`config.mk`:
```
export PLATFORM = sky130hd
export DESIGN_NAME = alu_div_sched_flat
export DESIGN_NICKNAME = d
export VERILOG_FILES = /design/src/rtl/alu_div_pkg.sv /design/src/rtl/alu_div_sched_if.sv /design/src/rtl/rr_arbiter.sv /design/src/rtl/alu_div_sched.sv /design/src/flat_wrapper.sv
export SDC_FILE = /design/constraint.sdc
export NUM_CORES = 1
export LEC_CHECK = 0
export BUFFER_PORTS_ARGS = -buffer_cell sky130_fd_sc_hd__buf_4
export CORE_MARGIN = 2
export CORE_UTILIZATION = 46
export DETAILED_ROUTE_END_ITERATION = 16
export GPL_TIMING_DRIVEN = 1
export PLACE_DENSITY = 0.83
export REMOVE_ABC_BUFFERS = 1
export SLEW_MARGIN = 0
export SYNTH_ARGS = -nofsm -noshare
export SYNTH_HDL_FRONTEND = slang
export SYNTH_SLANG_ARGS = --single-unit
export TNS_END_PERCENT = 100
```
`constraint.sdc`:
```
create_clock -name clk -period 3.7 [get_ports clk]
set_clock_uncertainty 0.2 [all_clocks]
set_input_delay 0.555 -clock clk [delete_from_list [all_inputs] [get_ports clk]]
set_output_delay 0.555 -clock clk [all_outputs]
set_load 0.1 [all_outputs]
```
`src/rtl/alu_div_pkg.sv`:
```
// Shared definitions for the divider scheduler: FSM state type, default width, divider latency.
package alu_div_pkg;

    localparam int W_DEFAULT = 8;
    // Latency of the 8-bit non_rest_div from start to done; the scheduler itself does not depend on it.
    localparam int DIV_LAT   = 12;

    typedef enum logic [1:0] {
        ST_IDLE  = 2'd0,
        ST_ISSUE = 2'd1,
        ST_WAIT  = 2'd2,
        ST_RESP  = 2'd3
    } state_t;

endpackage

```
`src/rtl/alu_div_sched_if.sv`:
```
// Requester-side request/response channels of the divider scheduler.
interface alu_div_sched_if #(
    parameter int NUM_REQ = 4,
    parameter int W       = 8
);
    logic [NUM_REQ-1:0]   req_valid;
    logic [NUM_REQ-1:0]   req_ready;
    logic [NUM_REQ*W-1:0] req_a;
    logic [NUM_REQ*W-1:0] req_b;
    logic [NUM_REQ-1:0]   resp_valid;
    logic [NUM_REQ-1:0]   resp_ready;
    logic [2*W-1:0]       resp_quotient;
    logic [2*W-1:0]       resp_remainder;
    logic                 resp_dbz;

    modport master (
        output req_valid, req_a, req_b, resp_ready,
        input  req_ready, resp_valid, resp_quotient, resp_remainder, resp_dbz
    );

    modport slave (
        input  req_valid, req_a, req_b, resp_ready,
        output req_ready, resp_valid, resp_quotient, resp_remainder, resp_dbz
    );
endinterface

```
`src/rtl/rr_arbiter.sv`:
```
// Combinational round-robin picker: first set request at or after ptr, wrapping modulo N.
module rr_arbiter #(
    parameter int N  = 4,
    parameter int IW = $clog2(N)
) (
    input  logic [N-1:0]  req,
    input  logic [IW-1:0] ptr,
    output logic [N-1:0]  grant,
    output logic [IW-1:0] grant_idx,
    output logic          any
);

    int unsigned k;

    always_comb begin
        grant     = '0;
        grant_idx = '0;
        any       = 1'b0;
        k         = 0;
        for (int unsigned i = 0; i < N; i++) begin
            k = (32'(ptr) + i) % N;
            if (!any && req[k]) begin
                any       = 1'b1;
                grant[k]  = 1'b1;
                grant_idx = IW'(k);
            end
        end
    end

endmodule

```
`src/rtl/alu_div_sched.sv`:
```
// Round-robin scheduler sharing one sequential signed divider among NUM_REQ requesters.
// Optional feature: define ALU_DIV_ZERO_BYPASS_EN to answer b == 0 without starting the divider.
module alu_div_sched
    import alu_div_pkg::*;
#(
    parameter int NUM_REQ = 4,
    parameter int W       = W_DEFAULT
) (
    input  logic                 clk,
    input  logic                 reset_n,
    alu_div_sched_if.slave       bus,
    output logic                 div_reset,
    output logic                 div_start,
    output logic [W-1:0]         div_a,
    output logic [W-1:0]         div_b,
    input  logic                 div_done,
    input  logic [2*W-1:0]       div_quotient,
    input  logic [2*W-1:0]       div_remainder
);

    localparam int IW = $clog2(NUM_REQ);

`ifdef ALU_DIV_ZERO_BYPASS_EN
    localparam bit BYPASS = 1'b1;
`else
    localparam bit BYPASS = 1'b0;
`endif

    state_t          state_q, state_d;
    logic [IW-1:0]   rr_ptr_q;
    logic [IW-1:0]   gnt_idx_q;
    logic [W-1:0]    a_q, b_q;
    logic [2*W-1:0]  quot_q, rem_q;
    logic            dbz_q;
    logic            div_reset_q;

    logic [NUM_REQ-1:0] arb_grant;
    logic [IW-1:0]      arb_idx;
    logic               arb_any;
    logic [W-1:0]       sel_a, sel_b;
    logic               accept, bypass_hit, done_take, resp_hs;

    rr_arbiter #(
        .N  (NUM_REQ),
        .IW (IW)
    ) u_arb (
        .req       (bus.req_valid),
        .ptr       (rr_ptr_q),
        .grant     (arb_grant),
        .grant_idx (arb_idx),
        .any       (arb_any)
    );

    assign sel_a      = bus.req_a[32'(arb_idx) * W +: W];
    assign sel_b      = bus.req_b[32'(arb_idx) * W +: W];
    // No grant while the divider is still being cleared after reset.
    assign accept     = (state_q == ST_IDLE) && !div_reset_q && arb_any;
    assign bypass_hit = BYPASS && (sel_b == '0);
    assign done_take  = (state_q == ST_WAIT) && div_done;
    assign resp_hs    = (state_q == ST_RESP) && bus.resp_ready[gnt_idx_q];

    always_ff @(posedge clk or negedge reset_n) begin
        if (!reset_n) begin
            state_q <= ST_IDLE;
        end else begin
            state_q <= state_d;
        end
    end

    always_comb begin
        state_d        = state_q;
        bus.req_ready  = '0;
        bus.resp_valid = '0;
        div_start      = 1'b0;
        case (state_q)
            ST_IDLE: begin
                if (accept) begin
                    bus.req_ready = arb_grant;
                    state_d       = bypass_hit ? ST_RESP : ST_ISSUE;
                end
            end
            ST_ISSUE: begin
                div_start = 1'b1;
                state_d   = ST_WAIT;
            end
            ST_WAIT: begin
                if (div_done) state_d = ST_RESP;
            end
            ST_RESP: begin
                bus.resp_valid = NUM_REQ'(1) << gnt_idx_q;
                if (bus.resp_ready[gnt_idx_q]) state_d = ST_IDLE;
            end
            default: state_d = ST_IDLE;
        endcase
    end

    always_ff @(posedge clk or negedge reset_n) begin
        if (!reset_n) begin
            div_reset_q <= 1'b1;
            rr_ptr_q    <= '0;
            gnt_idx_q   <= '0;
            a_q         <= '0;
            b_q         <= '0;
            quot_q      <= '0;
            rem_q       <= '0;
            dbz_q       <= 1'b0;
        end else begin
            div_reset_q <= 1'b0;
            if (accept) begin
                a_q       <= sel_a;
                b_q       <= sel_b;
                gnt_idx_q <= arb_idx;
                if (bypass_hit) begin
                    quot_q <= '0;
                    rem_q  <= '0;
                    dbz_q  <= 1'b1;
                end
            end
            if (done_take) begin
                quot_q <= div_quotient;
                rem_q  <= div_remainder;
                dbz_q  <= (b_q == '0);
            end
            if (resp_hs) begin
                rr_ptr_q <= (gnt_idx_q == IW'(NUM_REQ - 1)) ? '0 : gnt_idx_q + IW'(1);
            end
        end
    end

    assign div_reset          = div_reset_q;
    assign div_a              = a_q;
    assign div_b              = b_q;
    assign bus.resp_quotient  = quot_q;
    assign bus.resp_remainder = rem_q;
    assign bus.resp_dbz       = dbz_q;

endmodule
```
`src/flat_wrapper.sv`:
```
// flat-port wrapper written by rule: the top's interface ports become plain ports
module alu_div_sched_flat import alu_div_pkg::*;
#(
    parameter int NUM_REQ = 4,
    parameter int W       = W_DEFAULT
)
  (clk, reset_n, div_reset, div_start, div_a, div_b, div_done, div_quotient, div_remainder, bus_req_valid, bus_req_a, bus_req_b, bus_resp_ready, bus_req_ready, bus_resp_valid, bus_resp_quotient, bus_resp_remainder, bus_resp_dbz);
  alu_div_sched_if #(.NUM_REQ(NUM_REQ), .W(W)) bus_i ();
  input  logic clk;
  input  logic reset_n;
  output logic div_reset;
  output logic div_start;
  output logic [W-1:0] div_a;
  output logic [W-1:0] div_b;
  input  logic div_done;
  input  logic [2*W-1:0] div_quotient;
  input  logic [2*W-1:0] div_remainder;
  input wire logic [$bits(bus_i.req_valid)-1:0] bus_req_valid;
  input wire logic [$bits(bus_i.req_a)-1:0] bus_req_a;
  input wire logic [$bits(bus_i.req_b)-1:0] bus_req_b;
  input wire logic [$bits(bus_i.resp_ready)-1:0] bus_resp_ready;
  output wire logic [$bits(bus_i.req_ready)-1:0] bus_req_ready;
  output wire logic [$bits(bus_i.resp_valid)-1:0] bus_resp_valid;
  output wire logic [$bits(bus_i.resp_quotient)-1:0] bus_resp_quotient;
  output wire logic [$bits(bus_i.resp_remainder)-1:0] bus_resp_remainder;
  output wire logic [$bits(bus_i.resp_dbz)-1:0] bus_resp_dbz;
  assign bus_i.req_valid = bus_req_valid;
  assign bus_i.req_a = bus_req_a;
  assign bus_i.req_b = bus_req_b;
  assign bus_i.resp_ready = bus_resp_ready;
  assign bus_req_ready = bus_i.req_ready;
  assign bus_resp_valid = bus_i.resp_valid;
  assign bus_resp_quotient = bus_i.resp_quotient;
  assign bus_resp_remainder = bus_i.resp_remainder;
  assign bus_resp_dbz = bus_i.resp_dbz;
  alu_div_sched #(.NUM_REQ(NUM_REQ), .W(W)) u_core (.clk(clk), .reset_n(reset_n), .bus(bus_i), .div_reset(div_reset), .div_start(div_start), .div_a(div_a), .div_b(div_b), .div_done(div_done), .div_quotient(div_quotient), .div_remainder(div_remainder));
endmodule
```
==> results.yml <==
floorplan:
  rows: 31
  boundaryPins: 166
  fp.coreArea_um2: 7140
  fp.dieArea_um2: 7980
  floorplan.initialDensity_pct: 46.9
  dieHeight_um: 89.3
  die_w_um: 89.3
yosys:
  yosys.area_share.simple_pct: 7.25
  ys.flop_type: "dfrtp_1"
  synth_top_area_cell: "dfrtp_1"
  syn_inst: 284
  avgSynthCellArea_um2: 11.8
  synth-compound-area-share_pct: 9.57
  synth-seq-cells: 56
  synth_top_family_by_area: "multiplexers"
  synth_adder_area_share_pct: 5.98
  yosys.area_share.xor_xnor_pct: 0
  yosys_warnings: 0
  synthDistinctLibCells: 39
  synth_top_area_share_pct: 41.1
  muxShareOfSynthArea_pct: 31.6
  yosysSeqAreaShare_pct: 41.9
  yosysMostFrequentCell: "dfrtp_1"
  synth_area_leaders: "dfrtp_1 (41%), mux2_2 (14%), mux2i_1 (11%)"
  syn_area_um2: 3350
  async_flop_share_pct: 100
  synth_common_cells: "dfrtp_1 (55), mux2_2 (43), mux2i_1 (37), nand2_1 (25), ha_1 (16)"
  synth_edf_count: 0
global_route:
  grt_pass1_wl_um: 12600
  busiest_layer: "met2"
  global_route.usage.total_pct: 20.1
  grt_pass1_vias: 2777
  use_met3_pct: 3.32
  grt_start_max_net_pins: 57
  overflow: 0
  antenna_found_initial: 0
  grt_util_met1_pct: 24.2
  use_met2_pct: 37.2
clock_network:
  clock_latency_ns: 0.30
  numCtsBuffers: 5
  cts_root_buffer: "clkbuf_8"
  cts_tree: "yes"
  clock_sinks: 56
  path_clk_slew_ns: 0.10
  cts_setup_buffers: 0
  hold_buffers: 0
  cts_max_level: 2
  ctsLongestPathBuffers: 2
  cts.repair.resized: 0
final_layout:
  final_nets: 570
  area_growth_pct: 42.6
  drive_gt1_share_pct: 56.0
  antenna_cells: 0
  n_fill_cell: 590
worst_setup_path:
  path_cells: "inv_1 > ha_1 > mux4_2 > and2b_1 > a22oi_1 > nor2_1 > a221oi_1 > nor2_1 > buf_4"
  max_stage_delay_ns: 0.49
  end_kind: "primary output"
  r2r-start: "u_core.rr_ptr_q[1]$_DFFE_PN0P_"
  path_depth: 9
  worstSetupStartpoint: "u_core.rr_ptr_q[1]$_DFFE_PN0P_"
  start_kind: "register"
  arrival_ns: 2.69
  cp_num_buf_inv: 2
  r2r_slack_ns: 0.42
  worst-path-max-fanout: 8
  r2r-end: "u_core.div_a[7]$_DFFE_PN0N_"
  worst-setup-path-type: "register to primary output"
  reg2reg_depth: 9
  cp_top_family: "simple AND/OR/NAND/NOR gates"
  cpMostUsedCell: "nor2_1"
  cp_slowest_cell: "ha_1"
  required_ns: 2.94
  critPathCapture: "bus_req_ready[0]"
placed_design:
  place_congestion: 0.847
  dp_hpwl_um: 6570
  place.port_buffers: 165
drt:
  finalWirelength_um: 8240
  vias: 2762
  drtAntennaViolNets: 0
  wl_per_cell_um: 15.1
  drcViolationCount: 0
  firstDrtPassIters: 4
  viasPerCell: 5.05
  drt_iter0_markers: 66
sta:
  fin_crit_ns: 3.45
  timing.setup.tns_ns: 0
  slew_violations: 0
  max_freq_ghz: 0.290
  fin_crit_sh_pct: 93.2
  slew_headroom_pct: 27.0
  worstMarginPinSlew_ns: 1.09
  finalSetupViolCount: 0
  rsz0062_at_grt: "false"
  hold_viol: 0
run_status:
  outcome: "finished, final reports clean"
min_path:
  min_path_type: "primary input to async pin"
flow_run:
  drv_cap: 0
[cells in the final DEF, fill, tap and decap left out, drive strengths merged, types with 2 or more instances in the layout]
cell type,instances
buf,173
clkbuf,6
nor2,13
inv,8
mux2,52
nor4,2
mux2i,37
nand3b,2
a22oi,4
nand2,25
ha,16
mux4,3
o211ai,3
a221oi,4
and2,4
a21oi,3
dfrtp,55
o21ai,22
[how the worst min path moves through the flow]
stage | from | to | slack [ns] | depth (start not counted)
floorplan | reset_n | u_core.bus.resp_dbz$_DFFE_PN0P_ | 0.06 | 0
global placement | u_core.div_a[0]$_DFFE_PN0N_ | u_core.div_a[0]$_DFFE_PN0N_ | 0.26 | 2
detailed placement | u_core.div_a[2]$_DFFE_PN0N_ | u_core.div_a[2]$_DFFE_PN0N_ | 0.27 | 2
CTS | reset_n | u_core.bus.resp_quotient[10]$_DFFE_PN0P_ | 0.12 | 1
global route | reset_n | u_core.bus.resp_quotient[15]$_DFFE_PN0P_ | 0.15 | 1
finish | reset_n | u_core.bus.resp_quotient[10]$_DFFE_PN0P_ | 0.09 | 1
[cells by family (layout without fill, tap and decap cells)]
group,after synthesis,in the layout
compound gates,41,41
mux,92,92
other cells,1,1
simple gates,53,53
fa+ha+maj,16,16
buf+inv,25,189
flops,56,56
[registers in the layout, summed over array words and instances (netlist names)]
| name | cells |
|---|---|
| u_core.state_q | 2 |
| u_core.div_a | 8 |
| u_core.div_reset | 1 |
| u_core.bus.resp_remainder | 16 |
| u_core.gnt_idx_q | 2 |
| u_core.bus.resp_quotient | 16 |
| u_core.div_b | 8 |
| u_core.rr_ptr_q | 2 |
| u_core.bus.resp_dbz | 1 |
[final cells by class]
class | count | area [um2] | share of cell area (%)
flip-flops and latches | 56 | 1400 | 29.4
multi-input cells | 203 | 1830 | 38.4
well taps | 99 | 124 | 2.59
clock buffers | 6 | 72.6 | 1.52
inverters | 8 | 30.0 | 0.629
repair buffers | 173 | 1300 | 27.2
clock inverters | 2 | 16.3 | 0.341
[through the flow]
| step | std cells | setup slack (ns) | hold slack, ns | cell area, um2 | utilization [%] |
|---|---|---|---|---|---|
| after floorplan | 267 | -0.440 | 0.0594 | 3260 | - |
| after detailed placement | 539 | 0.402 | 0.265 | 4690 | 65.7 |
| after global routing | 547 | 0.0139 | 0.147 | 4780 | 66.9 |
| final | 547 | 0.253 | 0.0862 | 4780 | 66.9 |
| after global placement | 539 | 0.554 | 0.264 | 4690 | 65.7 |
| after CTS | 547 | 0.270 | 0.121 | 4780 | 66.9 |
[layer usage]
layer,routed length [um],vias up,part of all wire [%]
met5,0,-,0
met4,146,0,1.8
met3,413,12,5.0
met2,4640,87,56
met1,3040,1320,37
li1,-,1343,-
Power is not shown: default switching activity piles up to over one toggle a cycle in this logic, so the estimate is an artifact.
